File: config.mk
export PLATFORM = sky130hd
export DESIGN_NAME = id_stage_ctrl
export DESIGN_NICKNAME = d
export VERILOG_FILES = /design/src/rtl/id_stage_ctrl_pkg.sv /design/src/rtl/id_stage_ctrl_imm_sel_dec.sv /design/src/rtl/id_stage_ctrl.sv
export SDC_FILE = /design/constraint.sdc
export NUM_CORES = 1
export LEC_CHECK = 0
export CORE_MARGIN = 4
export CORE_UTILIZATION = 38
export DETAILED_ROUTE_END_ITERATION = 10
export PLACE_DENSITY = 0.9
export SLEW_MARGIN = 20
export SYNTH_ARGS = -nofsm -noshare
export SYNTH_HDL_FRONTEND = slang
export SYNTH_SLANG_ARGS = --single-unit
File: constraint.sdc
create_clock -name clk_i -period 1.88 [get_ports clk_i]
set_clock_uncertainty 0.2 [all_clocks]
set_input_delay 0.376 -clock clk_i [delete_from_list [all_inputs] [get_ports clk_i]]
set_output_delay 0.376 -clock clk_i [all_outputs]
set_load 0.02 [all_outputs]
File: src/rtl/id_stage_ctrl_pkg.sv
// Shared definitions for the decode-stage controller: immediate-format codes,
// RV32I major opcodes and the decode-register FSM state encoding.
package id_stage_ctrl_pkg;

    // Immediate-format select codes, shared with the immediate generator
    localparam logic [2:0] IMM_R         = 3'b000;
    localparam logic [2:0] IMM_I_NONSHFT = 3'b001;
    localparam logic [2:0] IMM_I_SHIFT   = 3'b010;
    localparam logic [2:0] IMM_S         = 3'b011;
    localparam logic [2:0] IMM_B         = 3'b100;
    localparam logic [2:0] IMM_U         = 3'b101;
    localparam logic [2:0] IMM_J         = 3'b110;
    localparam logic [2:0] IMM_NONE      = 3'b000;

    localparam logic [6:0] OPC_OP     = 7'b0110011;
    localparam logic [6:0] OPC_LOAD   = 7'b0000011;
    localparam logic [6:0] OPC_JALR   = 7'b1100111;
    localparam logic [6:0] OPC_OP_IMM = 7'b0010011;
    localparam logic [6:0] OPC_STORE  = 7'b0100011;
    localparam logic [6:0] OPC_BRANCH = 7'b1100011;
    localparam logic [6:0] OPC_LUI    = 7'b0110111;
    localparam logic [6:0] OPC_AUIPC  = 7'b0010111;
    localparam logic [6:0] OPC_JAL    = 7'b1101111;

    localparam logic [2:0] F3_SLLI      = 3'b001;
    localparam logic [2:0] F3_SRLI_SRAI = 3'b101;

    typedef enum logic [1:0] {
        ST_EMPTY  = 2'd0,
        ST_FULL   = 2'd1,
        ST_RESUME = 2'd2
    } state_e;

endpackage

File: src/rtl/id_stage_ctrl_imm_sel_dec.sv
// Combinational opcode/funct3 to immediate-format decode used when the
// decode register captures a new instruction.
module imm_sel_dec
    import id_stage_ctrl_pkg::*;
(
    input  logic [6:0] opcode_i,
    input  logic [2:0] funct3_i,
    output logic [2:0] imm_sel_o
);

    always_comb begin
        imm_sel_o = IMM_NONE;
        case (opcode_i)
            OPC_OP:     imm_sel_o = IMM_R;
            OPC_LOAD:   imm_sel_o = IMM_I_NONSHFT;
            OPC_JALR:   imm_sel_o = IMM_I_NONSHFT;
            OPC_OP_IMM: begin
                // Shift-immediates carry a shamt field rather than a full 12-bit immediate
                if (funct3_i == F3_SLLI || funct3_i == F3_SRLI_SRAI)
                    imm_sel_o = IMM_I_SHIFT;
                else
                    imm_sel_o = IMM_I_NONSHFT;
            end
            OPC_STORE:  imm_sel_o = IMM_S;
            OPC_BRANCH: imm_sel_o = IMM_B;
            OPC_LUI:    imm_sel_o = IMM_U;
            OPC_AUIPC:  imm_sel_o = IMM_U;
            OPC_JAL:    imm_sel_o = IMM_J;
            default:    imm_sel_o = IMM_NONE;
        endcase
    end

endmodule

File: src/rtl/id_stage_ctrl.sv
// Decode-stage pipeline register and control: capture, backpressure, flush and
// load-use bubble insertion. Load-use detection is built only with ID_HAZARD_DETECT_EN.
module id_stage_ctrl
    import id_stage_ctrl_pkg::*;
#(
    parameter logic [31:0] RESET_INST = 32'h0000_0013
) (
    input  logic        clk_i,
    input  logic        rst_n_i,
    input  logic        if_valid_i,
    input  logic [31:0] if_inst_i,
    input  logic [31:0] if_pc_i,
    output logic        if_ready_o,
    input  logic        ex_ready_i,
    input  logic        flush_i,
    input  logic        ex_mem_read_i,
    input  logic [4:0]  ex_rd_i,
    output logic        id_valid_o,
    output logic [31:0] id_inst_o,
    output logic [31:0] id_pc_o,
    output logic [2:0]  imm_sel_o,
    output logic        stall_o,
    output logic [1:0]  dbg_state_o
);

    // Handshake: a transfer happens on a rising edge where valid && ready are both
    // high; valid never depends on ready, and flush_i cancels any fetch transfer.

    state_e      state_q, state_d;
    logic [31:0] inst_q, inst_d;
    logic [31:0] pc_q, pc_d;
    logic [2:0]  imm_q, imm_d;
    logic [2:0]  dec_imm;
    logic        hazard;
    logic        if_ready;
    logic        id_valid;
    logic        stall;
    logic        capture;

    imm_sel_dec u_imm_sel_dec (
        .opcode_i  (if_inst_i[6:0]),
        .funct3_i  (if_inst_i[14:12]),
        .imm_sel_o (dec_imm)
    );

`ifdef ID_HAZARD_DETECT_EN
    // Only a fresh FULL instruction is checked; RESUME has already paid its bubble
    assign hazard = (state_q == ST_FULL) && ex_mem_read_i && (ex_rd_i != 5'd0) &&
                    ((ex_rd_i == inst_q[19:15]) || (ex_rd_i == inst_q[24:20]));
`else
    logic unused_hazard_in;
    assign hazard           = 1'b0;
    assign unused_hazard_in = ^{ex_mem_read_i, ex_rd_i};
`endif

    always_comb begin
        id_valid = 1'b0;
        if_ready = 1'b0;
        stall    = 1'b0;
        case (state_q)
            ST_EMPTY: if_ready = 1'b1;
            ST_FULL: begin
                if (hazard) begin
                    stall = 1'b1;
                end else begin
                    id_valid = 1'b1;
                    if_ready = ex_ready_i;
                end
            end
            ST_RESUME: begin
                id_valid = 1'b1;
                if_ready = ex_ready_i;
            end
            default: if_ready = 1'b1;
        endcase
    end

    assign capture = if_valid_i && if_ready && !flush_i;

    always_comb begin
        state_d = state_q;
        inst_d  = inst_q;
        pc_d    = pc_q;
        imm_d   = imm_q;
        if (flush_i) begin
            state_d = ST_EMPTY;
            inst_d  = RESET_INST;
            imm_d   = IMM_NONE;
        end else begin
            case (state_q)
                ST_EMPTY: begin
                    if (capture) begin
                        state_d = ST_FULL;
                        inst_d  = if_inst_i;
                        pc_d    = if_pc_i;
                        imm_d   = dec_imm;
                    end
                end
                ST_FULL, ST_RESUME: begin
                    if (stall) begin
                        state_d = ST_RESUME;
                    end else if (ex_ready_i) begin
                        if (capture) begin
                            state_d = ST_FULL;
                            inst_d  = if_inst_i;
                            pc_d    = if_pc_i;
                            imm_d   = dec_imm;
                        end else begin
                            state_d = ST_EMPTY;
                        end
                    end else begin
                        state_d = ST_FULL;
                    end
                end
                default: state_d = ST_EMPTY;
            endcase
        end
    end

    always_ff @(posedge clk_i or negedge rst_n_i) begin
        if (!rst_n_i) begin
            state_q <= ST_EMPTY;
            inst_q  <= RESET_INST;
            pc_q    <= 32'd0;
            imm_q   <= IMM_NONE;
        end else begin
            state_q <= state_d;
            inst_q  <= inst_d;
            pc_q    <= pc_d;
            imm_q   <= imm_d;
        end
    end

    assign if_ready_o  = if_ready;
    assign id_valid_o  = id_valid;
    assign stall_o     = stall;
    assign id_inst_o   = inst_q;
    assign id_pc_o     = pc_q;
    assign imm_sel_o   = imm_q;
    assign dbg_state_o = state_q;

endmodule

-- Yosys cells after proc, flatten, opt, wreduce, memory -nomap -nowiden
Index checks and enable logic that the tools add are counted.
- register bits: 69
- bits of input ports: 75
- output and inout bits: 72
- word-level logic and storage cells: 52
- eq/ne operators: 15
- mux-type cells: 20
- bitwise logic cells: 1
- reduce and logical (&&, ||, !) cells: 12
- operator list (kind ; count):
    $mux 32 ; 5
    $pmux 32 s2 ; 2
    $eq 7x7->1 const B ; 3
    $pmux 3 s6 ; 1
    $eq 7x5->1 const B ; 2
    $eq 7x6->1 const B ; 2
    $mux 3 ; 3
    $mux 2 ; 4
    $eq 7x2->1 const B ; 1
    $pmux 3 s2 ; 1
    $reduce_or 2->1 ; 3
    $pmux 2 s2 ; 1
    $eq 3x1->1 const B ; 1
    $eq 3x3->1 const B ; 1
    $mux 1 ; 3
    $ne 3x1->1 const B ; 1
    $ne 3x3->1 const B ; 1
    $reduce_and 3->1 ; 1
    $reduce_bool 3->1 ; 1
    $eq 2x1->1 const B ; 1
    $eq 2x2->1 const B ; 1
    $logic_and 1x1->1 ; 2
    $logic_not 2->1 ; 1
    $ne 2x1->1 const B ; 1
    5 further kinds ; 5

-- Depth between registers and ports, before layout
Gate-level depths: netlist of run 1.
- depth after elaboration: 9
- gate-level depth with buffers: 6
- depth with buffers taken out: 5

-- Cells and area by module
A second synthesis of run 1 with hierarchy kept.
- cell total of the unflattened synthesis: 254
- area total of the unflattened synthesis: 2942.8 µm²
- by module, submodules not included (module ; instances ; cells an instance ; area each (µm²) ; seq. area each (µm²)):
    id_stage_ctrl ; 1 ; 236 ; 2817.7 ; 1705.4
    imm_sel_dec ; 1 ; 18 ; 125.1 ; 0.0

-- Worst setup path before layout of run 1
OpenSTA, ideal clock, no wires.
- path type: register -> register
- start point: reg state_q[0] (netlist: dbg_state_o[0])
- end point: reg pc_q[30] (netlist: id_pc_o[30])
- setup time: 0.125 ns
- data arrival time: 1.425 ns
- required time: 1.555 ns
- setup slack: 0.130 ns
- cell stages (with the launch flop): 6
- period minus slack after synthesis: 1.750 ns
- path through: dfrtp_1 -> nor2b_4 -> nor3b_2 -> buf_2 -> buf_2 -> mux2_2
- word-level cells in the longest chain between the ends: 8
- elaborated cells on any way between the ends: 13
- ends and longest elaborated chain (item ; RTL line ; source):
    start, declared ; id_stage_ctrl.sv:29 ; state_e state_q, state_d;
    start signal, assigned ; id_stage_ctrl.sv:127 ; state_q <= state_d;
    $eq 2x1->1 / $eq 2x2->1 (equally long branches) ; id_stage_ctrl.sv:60, id_stage_ctrl.sv:90 ;
    $reduce_or 2->1 (no source line) ; n/a ;
    $mux 1 ; n/a ;
    $logic_and 1x1->1 (2 in series) ; id_stage_ctrl.sv:78 ; assign capture = if_valid_i && if_ready && !flush_i;
    $mux 32 (2 in series) ; n/a ;
    $pmux 32 s2 ; id_stage_ctrl.sv:90 ; case (state_q)
    end signal, assigned ; id_stage_ctrl.sv:129 ; pc_q <= pc_d;
    end, declared ; id_stage_ctrl.sv:31 ; logic [31:0] pc_q, pc_d;
Several ways; a longest one is shown, not always the timed one. The select of a mux whose other input is x is not followed.
A chain may end at the register's enable or synchronous reset.

-- Final worst setup path of run 1
- start point: in ex_ready_i
- end point: reg pc_q[9] (netlist: id_pc_o[9])
- word-level cells in the longest chain between the ends: 6
- elaborated cells on any way between the ends: 8
- ends and longest elaborated chain (item ; RTL line ; source):
    start, declared ; id_stage_ctrl.sv:14 ; input logic ex_ready_i,
    $mux 1 ; n/a ;
    $logic_and 1x1->1 (2 in series) ; id_stage_ctrl.sv:78 ;
    $mux 32 (2 in series) ; n/a ;
    $pmux 32 s2 ; n/a ;
Several ways; a longest one is shown, not always the timed one. The select of a mux whose other input is x is not followed.

==> reports/metrics.csv, run 1 <==
metric,value,unit
run status,completed,
mux cell area share after synthesis,13.7,%
"Design Area, Final",4410,µm²
XOR/XNOR Fraction of Synth Area,0.334,%
Synth Area in Simple Gates,4.00,%
reg2reg start,dbg_state_o[0],
Netlist cell types,28,
CP Max Fanout,32,
largest family of logic cells by synthesized area,multiplexers,
fmax,547,MHz
DRC viols,0,
startpoint types,input pin,
Buf/Inv on CP,2,
Placer Congestion,0.818,
Final Cycle Share,97.2,%
Critical Path RT,1.89,ns
Sink Count,68,
synth warn,0,
Psw,1.04,mW
Max Cap Viol,0,
initial core utilization,38.9,%
setup TNS,0,ns
crit path max-delay cell type,clkdlybuf4s50_1,
R2R setup slack,0.14,ns
critical path class,input pin to flip-flop,
final setup fails,0,
worst path arrival time,1.84,ns
reg-to-reg endpoint,id_pc_o[9],
final wirelength,7.15,mm
static leakage,2.23,nW
count of final hold-check violations,0,
insertion delay to the later sink of the worst-skew pair,0.32,ns
CTS tree,done,
router iterations before antenna repair,4,
Syn Area/Cell,14.7,µm²
gr usage total,18.0,%
hold crit path type,flip-flop to flip-flop,
routed len/inst,17.1,µm
row count,30,
maximum VDD drop,0.626,mV
die height,91.1,µm
relative slew slack,67.0,%
first-pass GRT wire length,11.9,mm
switch share,26.0,%
min cycle time layout,1.83,ns
delay of the slowest critical-path stage,0.51,ns
Vias,2069,
critical path capture point type,flip-flop,
antenna diode count,0,
worst path cell trace,"clkdlybuf4s50_1, nor2b_4, nor3b_4, buf_12, mux2_2",
layout cells sized above 1,22.7,%
number of global-route vias before repair,2343,
Seq cells post-synth,68,
post-DP HPWL,5.41,mm
vias per cell,4.94,
critical hold path startpoint,id_inst_o[6],
1st-iter DRT viols,98,
port buffer count,138,
fillers,527,
RSZ-0062 raised after global routing,false,
Synth Area in Adders,0,%
pwr/cell area,903,nW/µm²
Hold Path Cell Cnt,2,
die area,8300,µm²
Top Ports,147,
CTS root buf,clkbuf_8,
fin nets,409,
Worst Hold End,id_inst_o[6],
Int Pwr,2.94,mW
maximum clock insertion buffer count,2,
Cells after Synth,178,
sequential area share after synthesis,65.0,%
post-synthesis cell area,2630,µm²
die width,91.1,µm
largest net degree at the start of global routing,69,
Worst-path clk slew,0.07,ns
H-tree Lvls,3,
Worst-Margin Slew,0.482,ns
DRT antenna net count,0,
Layout Area Growth over Synthesis,67.9,%
combinational power share,22.9,%
clock share of power,34.3,%
Slew Limit Fails,0,
Post-DP Area,4190,µm²
sequential power share,42.8,%
antenna violations before repair,0,
total gr overflow,0,
CP top delay family,buffers and inverters,
core area,6760,µm²
depth of the worst register-to-register path,4,
Synth Area in Compound Gates,13.3,%
CTS Buf Count,9,
[metrics by stage]
stage               hold WS [ns]  power (mW)  worst slack, ns  instances  util [%]
floorplan                 -0.120        2.16            0.130        179         -
global route               0.309        4.17           0.0117        419      65.2
CTS                        0.294        4.05         0.000142        419      64.6
detailed placement         0.226        2.76           -0.317        402      62.0
global placement           0.221        2.72           -0.298        402      62.0
finish                     0.283        3.98           0.0517        419      65.2
[worst min-delay path, stage by stage (launching register included)]
cell,delay (ns)
dfrtp_1,0.34
nand2_1,0.05
o21ai_1,0.06
[cell usage after synthesis, drive strengths merged]
master,count,share of area [%]
a2111oi,1,0.33
a21oi,2,0.52
a22o,28,9.3
a2bb2oi,1,0.33
a31oi,1,0.24
a32oi,1,0.33
buf,13,3.1
conb,1,0.14
dfrtp,65,62
dfstp,3,3.0
inv,3,0.43
mux2,32,14
nand2,5,0.72
nand2b,2,0.48
nand3,1,0.19
nand4bb,1,0.43
nor2,5,0.72
nor2b,2,0.76
nor3b,1,0.48
o21ai,5,0.95
o22a,2,0.67
o41ai,1,0.62
or2,1,0.24
xnor2,1,0.33
[routing by layer]
layer  vias up  share of wire [%]  global-route usage, %
li1        961                  -                      -
met1      1007                 39                   20.8
met2        88                 52                   31.0
met3        13                6.7                   4.89
met4         0                2.2                   8.42
met5         -                  0                      0
[cell type report]
class / count / area, µm² / area share [%]
inverter: 3 / 11.3 / 0.256
timing repair buffer: 157 / 1510 / 34.3
tap: 80 / 100 / 2.27
multi-input combinational: 95 / 843 / 19.1
clock inverter: 4 / 70.1 / 1.59
clock buffer: 12 / 165 / 3.75
sequential: 68 / 1710 / 38.7
[kinds of logic after synthesis]
kind of cell,count (synthesis)
DFF,68
AOI/OAI and AO/OA,42
muxes,32
and+or+nand+nor,18
buffers and inverters,16
xor gates and xnor gates,1
other,1
[worst max-delay path by stage]
stage | startpoint | cells past startpoint | slack (ns) | endpoint
5_1_grt | ex_ready_i | 5 | 0.01 | id_pc_o[9]
3_3_place_gp | ex_ready_i | 4 | -0.30 | if_ready_o
2_1_floorplan | dbg_state_o[0] | 5 | 0.13 | id_pc_o[30]
3_5_place_dp | ex_ready_i | 4 | -0.32 | if_ready_o
4_1_cts | id_pc_o[12] | 1 | 0.0001 | id_pc_o[12]
6_report | ex_ready_i | 5 | 0.05 | id_pc_o[9]
[state kept, by name, indices dropped and copies added, names as in the netlist]
name and count:
id_pc_o 32, imm_sel_o 3, id_inst_o 32, dbg_state_o 1
[cells in the final DEF, fill, tap and decap left out, types with 3 or more instances in the layout]
cell type	synthesis	routed
clkbuf_8	0	12
dfstp_2	3	3
mux2_2	32	32
o21ai_0	4	4
dfrtp_1	65	65
nand2_1	5	5
inv_1	3	3
clkdlybuf4s50_1	0	67
dlymetal6s2s_1	0	15
buf_4	6	16
dlygate4sd2_1	0	54
a22o_1	28	28
nor2_1	5	5
[power by group through the flow]
stage	sequential, mW	combinational (mW)	clock [mW]
finish	1.70	0.912	1.36
global route	1.73	0.974	1.47
CTS	1.71	0.932	1.41
detailed placement	1.74	1.02	0
global placement	1.73	0.999	0
floorplan	1.94	0.223	0
[repair_timing]
item	in CTS	in global routing
setup endpoints to repair	55	16
hold buffers	1	0
gates resized for setup	58	16
buffers inserted	0	0
hold endpoints to repair	65	0
(Power assumes the default switching activity.)
==> inputs of run 2 (changes only) <==
--- a/config.mk
+++ b/config.mk
@@ -10,2 +10,3 @@
 export DETAILED_ROUTE_END_ITERATION = 10
+export HOLD_SLACK_MARGIN = 0.03
 export PLACE_DENSITY = 0.9
==> constraint.sdc (replaced) <==
create_clock -name clk_i -period 1.88 [get_ports clk_i]
set_clock_uncertainty 0.2 [all_clocks]
set_input_delay 0.47 -clock clk_i [delete_from_list [all_inputs] [get_ports clk_i]]
set_output_delay 0.47 -clock clk_i [all_outputs]
set_load 0.02 [all_outputs]
==> reports/metrics.csv, run 2 (synthesis results as in run 1) <==
metric,value,unit,change
fmax,545,MHz,was 547 MHz
min cycle time layout,1.84,ns,was 1.83 ns
number of global-route vias before repair,2319,,"was 2,343"
maximum clock insertion buffer count,2,,unchanged
hold crit path type,flip-flop to flip-flop,,unchanged
row count,30,,unchanged
Layout Area Growth over Synthesis,67.8,%,was 67.9%
critical path class,input pin to flip-flop,,unchanged
routed len/inst,17.5,µm,was 17.1 µm
first-pass GRT wire length,12.1,mm,was 11.9 mm
Critical Path RT,1.88,ns,was 1.89 ns
clock share of power,30.5,%,was 34.3%
router iterations before antenna repair,4,,unchanged
total gr overflow,0,,unchanged
DRC viols,0,,unchanged
CTS root buf,clkbuf_8,,unchanged
combinational power share,24.4,%,was 22.9%
Final Cycle Share,97.6,%,was 97.2%
die area,8300,µm²,unchanged
worst path arrival time,1.83,ns,was 1.84 ns
setup TNS,0,ns,unchanged
end of the critical path,id_pc_o[24],,was id_pc_o[9]
antenna violations before repair,0,,unchanged
startpoint types,input pin,,unchanged
H-tree Lvls,3,,unchanged
post-DP HPWL,5.54,mm,was 5.41 mm
initial core utilization,38.9,%,unchanged
reg2reg start,dbg_state_o[0],,unchanged
fillers,527,,unchanged
"commonest cells after routing, fill and taps aside","dlygate4sd2_1 (67), clkdlybuf4s50_1 (66), dfrtp_1 (65)",,"was clkdlybuf4s50_1 (67), dfrtp_1 (65), dlygate4sd2_1 (54)"
port buffer count,138,,unchanged
final setup fails,0,,unchanged
gr usage total,18.5,%,was 18.0%
Sink Count,68,,unchanged
"Design Area, Final",4400,µm²,was 4410 µm²
R2R setup slack,0.07,ns,was 0.14 ns
CP Max Fanout,8,,was 32
Vias,2108,,"was 2,069"
Layout Cells excl Fill,425,,was 419
Slew Limit Fails,0,,unchanged
Post-DP Area,4200,µm²,was 4190 µm²
sequential power share,45.0,%,was 42.8%
CTS tree,done,,unchanged
crit path from,flush_i,,was ex_ready_i
fin nets,415,,was 409
CTS Buf Count,9,,unchanged
Cells after DPL,403,,was 402
layout cells sized above 1,24.1,%,was 22.7%
pre-CTS setup slack,-0.503,ns,was -0.317 ns
DRT antenna net count,0,,unchanged
maximum VDD drop,0.513,mV,was 0.626 mV
critical path capture point type,flip-flop,,unchanged
Psw,1.05,mW,was 1.04 mW
Min Hold Slack,0.278,ns,was 0.283 ns
Placer Congestion,0.824,,was 0.818
area of the multi-input gates,848,µm²,was 843 µm²
Register Area,1710,µm²,unchanged
die width,91.1,µm,unchanged
"commonest non-fill, non-tap cell in the layout",dlygate4sd2_1,,was clkdlybuf4s50_1
run status,completed,,unchanged
static leakage,2.11,nW,was 2.23 nW
1st-iter DRT viols,49,,was 98
die height,91.1,µm,unchanged
switch share,27.7,%,was 26.0%
core area,6760,µm²,unchanged
insertion delay to the later sink of the worst-skew pair,0.32,ns,about the same
pwr/cell area,859,nW/µm²,was 903 nW/µm²
Top Ports,147,,unchanged
Max Cap Viol,0,,unchanged
RSZ-0062 raised after global routing,false,,unchanged
reg-to-reg endpoint,id_pc_o[24],,was id_pc_o[9]
Final WS setup,0.0442,ns,was 0.0517 ns
largest net degree at the start of global routing,69,,unchanged
count of final hold-check violations,0,,unchanged
Worst-path clk slew,0.07,ns,about the same
depth of the worst register-to-register path,6,,was 4
vias per cell,4.96,,was 4.94
Int Pwr,2.74,mW,was 2.94 mW
final wirelength,7.43,mm,was 7.15 mm
antenna diode count,0,,unchanged
==> run 2: power groups by stage <==
stage	Clock, mW	Combinational [mW]	Sequential, mW
6_report	1.16	0.924	1.70
5_1_grt	1.26	0.984	1.73
4_1_cts	1.19	0.942	1.71
3_5_place_dp	0	1.02	1.74
3_3_place_gp	0	1.00	1.73
2_1_floorplan	0	0.223	1.94
==> run 2: final cells by class <==
class | count | area share (%)
clock buffer | 11 | 3.21
timing repair buffer | 163 | 35.1
inverter | 3 | 0.256
tap | 80 | 2.27
clock inverter | 5 | 1.19
sequential | 68 | 38.7
multi-input combinational | 95 | 19.3
==> run 2: what timing repair did <==
action / in CTS / in global routing
gates resized for setup: 81 / 5
endpoints found under the hold margin: 65 / 0
cloned: 2 / 0
hold buffers: 1 / 0
setup buffers: 4 / 0
pin swaps: 1 / 2
endpoints found under the setup margin: 128 / 25
==> run 2: worst min-delay path by stage <==
stage,cells after the start,start,slack [ns],to
4_1_cts,2,imm_sel_o[2],0.28,imm_sel_o[2]
2_1_floorplan,0,rst_n_i,-0.03,dbg_state_o[0]
5_1_grt,2,imm_sel_o[2],0.30,imm_sel_o[2]
3_3_place_gp,2,imm_sel_o[0],0.27,imm_sel_o[0]
3_5_place_dp,2,imm_sel_o[2],0.27,imm_sel_o[2]
6_report,2,imm_sel_o[2],0.28,imm_sel_o[2]
==> run 2: through the flow <==
| stage | utilization (%) | power (mW) |
|---|---|---|
| floorplan | - | 2.16 |
| global placement | 62.1 | 2.73 |
| detailed placement | 62.1 | 2.76 |
| CTS | 65.4 | 3.84 |
| global route | 65.2 | 3.98 |
| finish | 65.2 | 3.78 |
==> run 2: per-layer routing <==
layer / vias to the layer above / part of all wire (%) / routed length (µm) / global-route usage, %
met5: - / 0 / 0 / 0
met3: 4 / 7.0 / 517 / 5.47
met1: 1048 / 36 / 2710 / 20.9
li1: 974 / - / - / -
met2: 82 / 56 / 4150 / 33.7
met4: 0 / 0.70 / 52 / 5.40
==> run 2: worst max-delay path, stage by stage <==
cell,delay (ns)
clkdlybuf4s50_1,0.46
nor3b_4,0.24
buf_4,0.19
buf_12,0.13
mux2_2,0.33
